`src/rtl/ctrl_pkg.sv`:
```
// Shared encodings and the control bundle for the pipelined RV control unit.
// ctrl_t field order matches the datapath bundle: ALUSrc first, ALUOp last.
package ctrl_pkg;

  localparam logic [6:0] OP_IMM    = 7'b0010011;
  localparam logic [6:0] OP_REG    = 7'b0110011;
  localparam logic [6:0] OP_LOAD   = 7'b0000011;
  localparam logic [6:0] OP_STORE  = 7'b0100011;
  localparam logic [6:0] OP_BRANCH = 7'b1100011;

  localparam logic [2:0] F3_ADDI = 3'b000;
  localparam logic [2:0] F3_SLLI = 3'b001;
  localparam logic [2:0] F3_BEQ  = 3'b000;
  localparam logic [2:0] F3_BNE  = 3'b001;
  localparam logic [2:0] F3_BLT  = 3'b100;
  localparam logic [2:0] F3_BGE  = 3'b101;

  typedef enum logic [1:0] {
    ALU_ADD = 2'b00,
    ALU_SUB = 2'b01,
    ALU_RFN = 2'b10,
    ALU_SLT = 2'b11
  } alu_op_e;

  typedef struct packed {
    logic    alu_src;
    logic    reg_write;
    logic    mem_read;
    logic    mem_write;
    logic    memto_reg;
    logic    branch;
    logic    br_inv;
    logic    shift;
    alu_op_e alu_op;
  } ctrl_t;

  localparam ctrl_t CTRL_NOP = '0;

endpackage

```
`src/rtl/ctrl_decode.sv`:
```
// ID-stage decoder: opcode/funct3 to control bundle plus register-usage flags.
// Unsupported encodings yield CTRL_NOP so nothing downstream can fire.
module ctrl_decode
  import ctrl_pkg::*;
#(
  parameter bit EXT_BRANCH = 1'b1
) (
  input  logic [6:0] opcode,
  input  logic [2:0] funct3,
  output ctrl_t      ctrl,
  output logic       uses_rs1,
  output logic       uses_rs2,
  output logic       dec_illegal
);

  always_comb begin
    ctrl        = CTRL_NOP;
    uses_rs1    = 1'b0;
    uses_rs2    = 1'b0;
    dec_illegal = 1'b0;
    unique case (opcode)
      OP_IMM: begin
        if (funct3 == F3_ADDI || funct3 == F3_SLLI) begin
          ctrl.alu_src   = 1'b1;
          ctrl.reg_write = 1'b1;
          ctrl.shift     = (funct3 == F3_SLLI);
          ctrl.alu_op    = ALU_ADD;
          uses_rs1       = 1'b1;
        end else begin
          dec_illegal = 1'b1;
        end
      end
      OP_REG: begin
        ctrl.reg_write = 1'b1;
        ctrl.alu_op    = ALU_RFN;
        uses_rs1       = 1'b1;
        uses_rs2       = 1'b1;
      end
      OP_LOAD: begin
        ctrl.alu_src   = 1'b1;
        ctrl.reg_write = 1'b1;
        ctrl.mem_read  = 1'b1;
        ctrl.memto_reg = 1'b1;
        uses_rs1       = 1'b1;
      end
      OP_STORE: begin
        ctrl.alu_src   = 1'b1;
        ctrl.mem_write = 1'b1;
        uses_rs1       = 1'b1;
        uses_rs2       = 1'b1;
      end
      OP_BRANCH: begin
        // bne/bge reuse the beq/blt compare with the outcome inverted
        if (funct3 == F3_BEQ || funct3 == F3_BLT ||
            (EXT_BRANCH && (funct3 == F3_BNE || funct3 == F3_BGE))) begin
          ctrl.branch = 1'b1;
          ctrl.br_inv = (funct3 == F3_BNE || funct3 == F3_BGE);
          ctrl.alu_op = (funct3 == F3_BLT || funct3 == F3_BGE) ? ALU_SLT : ALU_SUB;
          uses_rs1    = 1'b1;
          uses_rs2    = 1'b1;
        end else begin
          dec_illegal = 1'b1;
        end
      end
      default: dec_illegal = 1'b1;
    endcase
  end

endmodule

```
`src/rtl/ctrl_pipe_unit.sv`:
```
// Pipelined control unit: decode in ID, ID/EX, EX/MEM, MEM/WB control registers,
// load-use stall detection and EX-stage forwarding selects.
module ctrl_pipe_unit
  import ctrl_pkg::*;
#(
  parameter int REG_AW     = 5,
  parameter bit EXT_BRANCH = 1'b1
) (
  input  logic              clk,
  input  logic              reset,
  input  logic              id_valid,
  input  logic [6:0]        opcode,
  input  logic [2:0]        funct3,
  input  logic [REG_AW-1:0] id_rd,
  input  logic [REG_AW-1:0] id_rs1,
  input  logic [REG_AW-1:0] id_rs2,
  input  logic              flush,
  output logic              stall,
  output logic              illegal,
  output logic              ex_alu_src,
  output logic              ex_shift,
  output logic              ex_branch,
  output logic              ex_br_inv,
  output logic [1:0]        ex_alu_op,
  output logic [REG_AW-1:0] ex_rs1,
  output logic [REG_AW-1:0] ex_rs2,
  output logic [1:0]        fwd_a,
  output logic [1:0]        fwd_b,
  output logic              mem_mem_read,
  output logic              mem_mem_write,
  output logic              mem_branch,
  output logic              wb_reg_write,
  output logic              wb_memto_reg,
  output logic [REG_AW-1:0] wb_rd
);

  localparam logic [1:0] FWD_RF  = 2'b00;
  localparam logic [1:0] FWD_MEM = 2'b10;
  localparam logic [1:0] FWD_WB  = 2'b01;

  ctrl_t dec_ctrl;
  logic  dec_uses_rs1;
  logic  dec_uses_rs2;
  logic  dec_illegal;

  ctrl_t             idex_ctrl;
  logic [REG_AW-1:0] idex_rd;
  logic [REG_AW-1:0] idex_rs1;
  logic [REG_AW-1:0] idex_rs2;

  logic              exmem_reg_write;
  logic              exmem_memto_reg;
  logic              exmem_mem_read;
  logic              exmem_mem_write;
  logic              exmem_branch;
  logic [REG_AW-1:0] exmem_rd;

  logic              memwb_reg_write;
  logic              memwb_memto_reg;
  logic [REG_AW-1:0] memwb_rd;

  logic hit_rs1;
  logic hit_rs2;
  logic idex_bubble;

  ctrl_decode #(
    .EXT_BRANCH(EXT_BRANCH)
  ) u_decode (
    .opcode     (opcode),
    .funct3     (funct3),
    .ctrl       (dec_ctrl),
    .uses_rs1   (dec_uses_rs1),
    .uses_rs2   (dec_uses_rs2),
    .dec_illegal(dec_illegal)
  );

  assign illegal = id_valid & dec_illegal;

  // Illegal encodings report no register usage, so they can never stall.
  assign hit_rs1 = dec_uses_rs1 && (idex_rd == id_rs1);
  assign hit_rs2 = dec_uses_rs2 && (idex_rd == id_rs2);
  assign stall   = id_valid && !flush && idex_ctrl.mem_read &&
                   (idex_rd != '0) && (hit_rs1 || hit_rs2);

  assign idex_bubble = flush || stall || !id_valid || illegal;

  always_ff @(posedge clk) begin
    if (reset) begin
      idex_ctrl       <= CTRL_NOP;
      idex_rd         <= '0;
      idex_rs1        <= '0;
      idex_rs2        <= '0;
      exmem_reg_write <= 1'b0;
      exmem_memto_reg <= 1'b0;
      exmem_mem_read  <= 1'b0;
      exmem_mem_write <= 1'b0;
      exmem_branch    <= 1'b0;
      exmem_rd        <= '0;
      memwb_reg_write <= 1'b0;
      memwb_memto_reg <= 1'b0;
      memwb_rd        <= '0;
    end else begin
      if (idex_bubble) begin
        idex_ctrl <= CTRL_NOP;
        idex_rd   <= '0;
        idex_rs1  <= '0;
        idex_rs2  <= '0;
      end else begin
        idex_ctrl <= dec_ctrl;
        idex_rd   <= id_rd;
        idex_rs1  <= id_rs1;
        idex_rs2  <= id_rs2;
      end
      exmem_reg_write <= idex_ctrl.reg_write;
      exmem_memto_reg <= idex_ctrl.memto_reg;
      exmem_mem_read  <= idex_ctrl.mem_read;
      exmem_mem_write <= idex_ctrl.mem_write;
      exmem_branch    <= idex_ctrl.branch;
      exmem_rd        <= idex_rd;
      memwb_reg_write <= exmem_reg_write;
      memwb_memto_reg <= exmem_memto_reg;
      memwb_rd        <= exmem_rd;
    end
  end

  // MEM is checked first so the youngest producer wins.
  always_comb begin
    fwd_a = FWD_RF;
    fwd_b = FWD_RF;
    if (exmem_reg_write && (exmem_rd != '0) && (exmem_rd == idex_rs1)) begin
      fwd_a = FWD_MEM;
    end else if (memwb_reg_write && (memwb_rd != '0) && (memwb_rd == idex_rs1)) begin
      fwd_a = FWD_WB;
    end
    if (exmem_reg_write && (exmem_rd != '0) && (exmem_rd == idex_rs2)) begin
      fwd_b = FWD_MEM;
    end else if (memwb_reg_write && (memwb_rd != '0) && (memwb_rd == idex_rs2)) begin
      fwd_b = FWD_WB;
    end
  end

  assign ex_alu_src    = idex_ctrl.alu_src;
  assign ex_shift      = idex_ctrl.shift;
  assign ex_branch     = idex_ctrl.branch;
  assign ex_br_inv     = idex_ctrl.br_inv;
  assign ex_alu_op     = idex_ctrl.alu_op;
  assign ex_rs1        = idex_rs1;
  assign ex_rs2        = idex_rs2;
  assign mem_mem_read  = exmem_mem_read;
  assign mem_mem_write = exmem_mem_write;
  assign mem_branch    = exmem_branch;
  assign wb_reg_write  = memwb_reg_write;
  assign wb_memto_reg  = memwb_memto_reg;
  assign wb_rd         = memwb_rd;

endmodule

```
`config.mk`:
```
export PLATFORM = sky130hd
export DESIGN_NAME = ctrl_pipe_unit
export DESIGN_NICKNAME = d
export VERILOG_FILES = /design/src/rtl/ctrl_pkg.sv /design/src/rtl/ctrl_decode.sv /design/src/rtl/ctrl_pipe_unit.sv
export SDC_FILE = /design/constraint.sdc
export NUM_CORES = 1
export LEC_CHECK = 0
export ABC_CLOCK_PERIOD_IN_PS = 1750
export CORE_ASPECT_RATIO = 1.25
export CORE_UTILIZATION = 42
export DETAILED_ROUTE_END_ITERATION = 7
export GPL_ROUTABILITY_DRIVEN = 0
export PLACE_DENSITY = 0.81
export SKIP_CTS_REPAIR_TIMING = 1
export SLEW_MARGIN = 20
export SYNTH_ARGS = -nofsm -noshare
export SYNTH_HDL_FRONTEND = slang
export SYNTH_HIERARCHICAL = 1
export SYNTH_SLANG_ARGS = --single-unit
```
`constraint.sdc`:
```
create_clock -name clk -period 1.75 [get_ports clk]
set_input_delay 0.35 -clock clk [delete_from_list [all_inputs] [get_ports clk]]
set_output_delay 0.35 -clock clk [all_outputs]
set_load 0.1 [all_outputs]
```
## Word level (Yosys, flattened, before mapping)

Index checks and enable logic that the tools add are counted.

| word-level totals | value |
|---|---|
| flip-flop bits (word level) | 40 |
| input port bits | 29 |

| operators by class | value |
|---|---|
| equality and inequality tests | 14 |
| mux-type cells | 20 |
| bitwise operators | 5 |
| reductions and logical operators | 35 |

Operators with widths:

| operator | count |
|---|---|
| 5-bit == test | 6 |
| 5-bit nonzero test | 3 |
| 7-bit by 6-bit == test with 1-bit output (second input constant) | 2 |
| 1-bit logical AND | 12 |
| 2-bit two-way mux | 6 |
| 1-bit logical OR | 9 |
| 1-bit two-way mux | 8 |
| 2-bit OR reduction | 4 |
| 4-bit OR reduction | 2 |
| 7-bit by 2-bit == test with 1-bit output (second input constant) | 1 |
| 7-bit by 5-bit == test with 1-bit output (second input constant) | 1 |
| 7-bit == test (second input constant) | 1 |
| 3-bit == test (second input constant) | 2 |
| 1-bit one-hot mux with 2 select lines | 3 |
| 1-bit one-hot mux with 3 select lines | 2 |
| 2-bit one-hot mux with 3 select lines | 1 |
| 3-bit OR reduction | 2 |
| 1-bit NOT | 4 |
| 3-bit by 1-bit == test with 1-bit output (second input constant) | 1 |
| 3-bit logical NOT | 1 |
| 1-bit logical NOT | 2 |
| 1-bit AND | 1 |

## Logic depth before layout (Yosys ltp)

| depth | value |
|---|---|
| word-level depth | 12 |
| gate-level depth with buffers | 7 |
| depth with buffers taken out | 6 |

## Modules after synthesis

The synthesis kept the hierarchy.

Modules (own cells, without submodules):

| module | instances | cells each | area an instance (µm²) | seq. area each (µm²) |
|---|---|---|---|---|
| ctrl_pipe_unit | 1 | 173 | 1766.7 | 840.8 |
| ctrl_decode | 1 | 29 | 203.9 | 0.0 |

## Worst setup path before layout

No wires, ideal clock.

| path | value |
|---|---|
| path type | flip-flop to output port |
| start point | register idex_rs1[4], in the netlist ex_rs1[4] |
| end point | output fwd_a[0] |
| arrival time | 5491 ps |
| setup slack | -4091 ps |
| stages on the path, launching flop included | 5 |
| cell sequence | dfxtp_1 -> xnor2_1 -> nand3_1 -> nor4_1 -> nor4_2 |

| between the ends | value |
|---|---|
| longest elaborated chain between the ends | 4 |

RTL lines:

| what | line | text |
|---|---|---|
| start, declared | ctrl_pipe_unit.sv:48 | `logic [REG_AW-1:0] idex_rs1;` |
| start signal, assigned | ctrl_pipe_unit.sv:111 | `idex_rs1 <= id_rs1;` |
| 5-bit == test | ctrl_pipe_unit.sv:132 | `end else if (memwb_reg_write && (memwb_rd != '0) && (memwb_rd == idex_rs1)) begin` |
| 1-bit logical AND | ctrl_pipe_unit.sv:132 |  |
| 1-bit two-way mux | ctrl_pipe_unit.sv:132 |  |
| 2-bit two-way mux (*) | ctrl_pipe_unit.sv:130 | `if (exmem_reg_write && (exmem_rd != '0) && (exmem_rd == idex_rs1)) begin` |
| end, declared | ctrl_pipe_unit.sv:27 | `output logic [1:0] fwd_a,` |

Every way passes the cells marked *; elsewhere a longest branch is shown, timed or not.

## Worst setup path in the final report

| path | value |
|---|---|
| start point | register exmem_rd[4] |
| end point | output fwd_b[0] |

| between the ends | value |
|---|---|
| longest elaborated chain between the ends | 4 |

RTL lines:

| what | line | text |
|---|---|---|
| start, declared | ctrl_pipe_unit.sv:56 | `logic [REG_AW-1:0] exmem_rd;` |
| start signal, assigned | ctrl_pipe_unit.sv:119 | `exmem_rd <= idex_rd;` |
| 5-bit nonzero test | ctrl_pipe_unit.sv:135 | `if (exmem_reg_write && (exmem_rd != '0) && (exmem_rd == idex_rs2)) begin` |
| 1-bit logical AND | ctrl_pipe_unit.sv:135 |  |
| 1-bit logical AND (*) | ctrl_pipe_unit.sv:135 |  |
| 2-bit two-way mux (*) | ctrl_pipe_unit.sv:135 |  |
| end, declared | ctrl_pipe_unit.sv:28 | `output logic [1:0] fwd_b,` |

Marked as above.

==> impl_results.md <==
- Distinct cell type count after synthesis: 35
- CP max stage delay: 0.54 ns
- Critical Path Sink Type: output pin
- Int Power: 1.30 mW
- Combinational Power Share: 0.099
- Critical-path cell with the highest stage delay: or4_4
- Vias in the first global route: 1678
- Final Hold Vio Count: 0
- Share of power burned in registers: 0.555
- Clock power frac: 0.347
- Most common cell after layout, fill and taps aside: buf_4
- Critical path startpoint: exmem_rd[4]
- Yosys warning count: 6
- DRT Wirelength: 5280 um
- Fin crit period: 2.32 ns
- Chip Width: 63.3 um
- Final ANT Viol Nets: 0
- Die height: 78.6 um
- R2R Path End: ex_rs1[0]
- RSZ-0062 raised after global routing: true
- Worst-Skew Late Latency: 0.29 ns
- Layout cells sized above 1: 0.466
- Clock Tree Root: clkbuf_8
- Via count: 1760
- Net Sw Power: 381 uW
- CTS Buf Count: 5
- First-pass GRT wire length: 8010 um
- Power Density: 490 nW/um2
- Max cap viols: 0
- Switch share: 0.227
- Critical Path Sink: fwd_b[0]
- Register area share after synthesis: 0.427
- Failing checks: setup timing
- Fin worst setup slack: -0.571 ns
- Outcome: finished, violations left
- Boundary pin count: 61
- Crit Path Category: reg2out
- I/O Buffers: 60
- Critical path data required time: 1.40 ns
- Clock-pin slew on the worst setup and hold paths: 0.07 ns
- Crit-path max FO: 2
- Num rows: 27
- Pin slew with the least headroom to its limit: 0.406 ns
- Diodes inserted: 0
- Final clock period utilization by the worst path: 1.33
- Core area: 4460 um2
- Wire per inst: 15.0 um
- Setup Skew: 0.00440 ns
- Post-synth net total: 231
- Area delta synth->final: 74.1%
- Initial antenna violation count: 0
- Final nets: 322
- Final setup fails: 5
- P_leak: 1.53 nW
- Seq cells post-synth: 42
- Commonest cells after routing, fill and taps aside: buf_4 (36), buf_12 (32), nand2_1 (30), dfxtp_1 (23), a21oi_2 (20)
- Fin. max-slew vios: 0
- DRT iter0 DRCs: 38
- DRC viols: 0
- Largest net degree at the start of global routing: 26
- Gr usage total: 0.216
- Via density: 5.00
- Cell count after synthesis: 202
- Total gr overflow: 0
- Asr flop ratio synth: 0
- Min-Delay Path Class: in2reg
- Pre-antenna DRT Iters: 4
- Mapped Area: 1970 um2
- Synth Area per Inst: 9.76 um2
- Startpoint types: register
- Cell depth of the worst flop-to-flop path: 6
- Worst vdd ir: 0.000437 V
- Final Power: 1.68 mW
- TritonCTS clock tree: yes
- Worst path cell trace: or4_4 > o21ai_4 > buf_4 > nor4_4 > nor4_4 > buf_12
- WP data arrival: 1.97 ns
- Most used DFF post-synth: dfxtp_1
- Max transition margin: 0.730
- Max Root-Sink Buffers: 2
- Cell total after placement: 341
- R2R setup slack: 0.15 ns
- Final std cells w/o fill: 352
- CP most frequent cell: nor4_4
- Post-synth EDFFs: 0
- Die Footprint: 4970 um2
- Initial core utilization: 0.442
- Reg-to-Reg Start: idex_rd[1]
- Total clock sinks: 42
- Fmax achieved: 431 MHz
- Hpwl dp: 3950 um
- Htree depth: 2
[worst min path at each step]
| stage | from | slack, ns | endpoint | cells after the start |
|---|---|---|---|---|
| 2_1_floorplan | idex_ctrl[5] | 0.41 | exmem_memto_reg | 1 |
| 6_report | id_rs2[1] | 0.34 | ex_rs2[1] | 3 |
| 5_1_grt | id_rs2[1] | 0.34 | ex_rs2[1] | 3 |
| 3_3_place_gp | idex_ctrl[8] | 0.42 | exmem_reg_write | 1 |
| 3_5_place_dp | idex_ctrl[5] | 0.42 | exmem_memto_reg | 1 |
| 4_1_cts | idex_ctrl[5] | 0.44 | exmem_memto_reg | 1 |
[critical path, delay by kind of cell, from the launching register on]
family,cells,cell delay [ns]
flops,1,0.33
compound gates,1,0.21
buf+inv,2,0.36
simple gates,3,0.78
[routing by layer]
layer | up-vias | GRT usage | routed length, um
met5 | - | 0 | 0
met4 | 0 | 0.164 | 223
met3 | 15 | 0.0436 | 194
met2 | 63 | 0.409 | 3020
met1 | 828 | 0.200 | 1840
li1 | 854 | - | -
[logic make-up after synthesis]
family | count (synthesis) | share of synthesized area
AO/OA/AOI/OAI | 33 | 0.130
AND/OR/NAND/NOR | 81 | 0.246
flip-flops | 42 | 0.427
XOR/XNOR | 30 | 0.133
buffers and inverters | 16 | 0.0635
[through the flow]
stage | TNS [ns] | setup slack [ns] | hold WS [ns] | area, um2 | utilization
after floorplan | -2.98 | -1.01 | 0.414 | 2110 | -
after CTS | -7.67 | -0.643 | 0.442 | 3330 | 0.746
after detailed placement | -13.88 | -0.575 | 0.424 | 3240 | 0.728
after global placement | -11.84 | -0.523 | 0.418 | 3240 | 0.728
after global routing | -2.55 | -0.638 | 0.339 | 3430 | 0.769
final | -2.24 | -0.571 | 0.339 | 3430 | 0.769
[power groups by stage]
stage                     combinational (mW)  clock, mW  sequential [mW]
after floorplan                       0.0557          0            0.957
after global placement                 0.158          0            0.954
after detailed placement               0.160          0            0.954
after CTS                              0.161      0.595            0.932
after global routing                   0.175      0.646            0.932
final                                  0.166      0.583            0.932
[cell type report]
class	count	area, um2
clock buffer	6	72.6
timing repair buffer	98	1260
multi-input combinational	144	1110
fill	278	1030
sequential	42	905
tap	58	72.6
clock inverter	2	8.76
inverter	2	7.51
[synth_stat cells, types with 2 or more instances]
master / number / area, um2
a21oi_1: 7 / 35.0
a21oi_2: 20 / 175
and2_1: 3 / 18.8
and4bb_2: 2 / 25.0
buf_12: 2 / 40.0
buf_2: 2 / 10.0
buf_4: 4 / 30.0
buf_6: 2 / 22.5
clkbuf_1: 4 / 15.0
dfxtp_1: 42 / 841
inv_1: 2 / 7.51
nand2_1: 31 / 116
nand3_1: 3 / 15.0
nand4_1: 2 / 12.5
nor2_1: 3 / 11.3
nor2b_1: 18 / 113
nor3_1: 2 / 10.0
nor3b_1: 2 / 15.0
nor4_1: 2 / 12.5
nor4_2: 2 / 25.0
o21ai_0: 2 / 10.0
or4_1: 4 / 30.0
xnor2_1: 16 / 140
xor2_1: 14 / 123
Power figures use the tool's default switching activity.
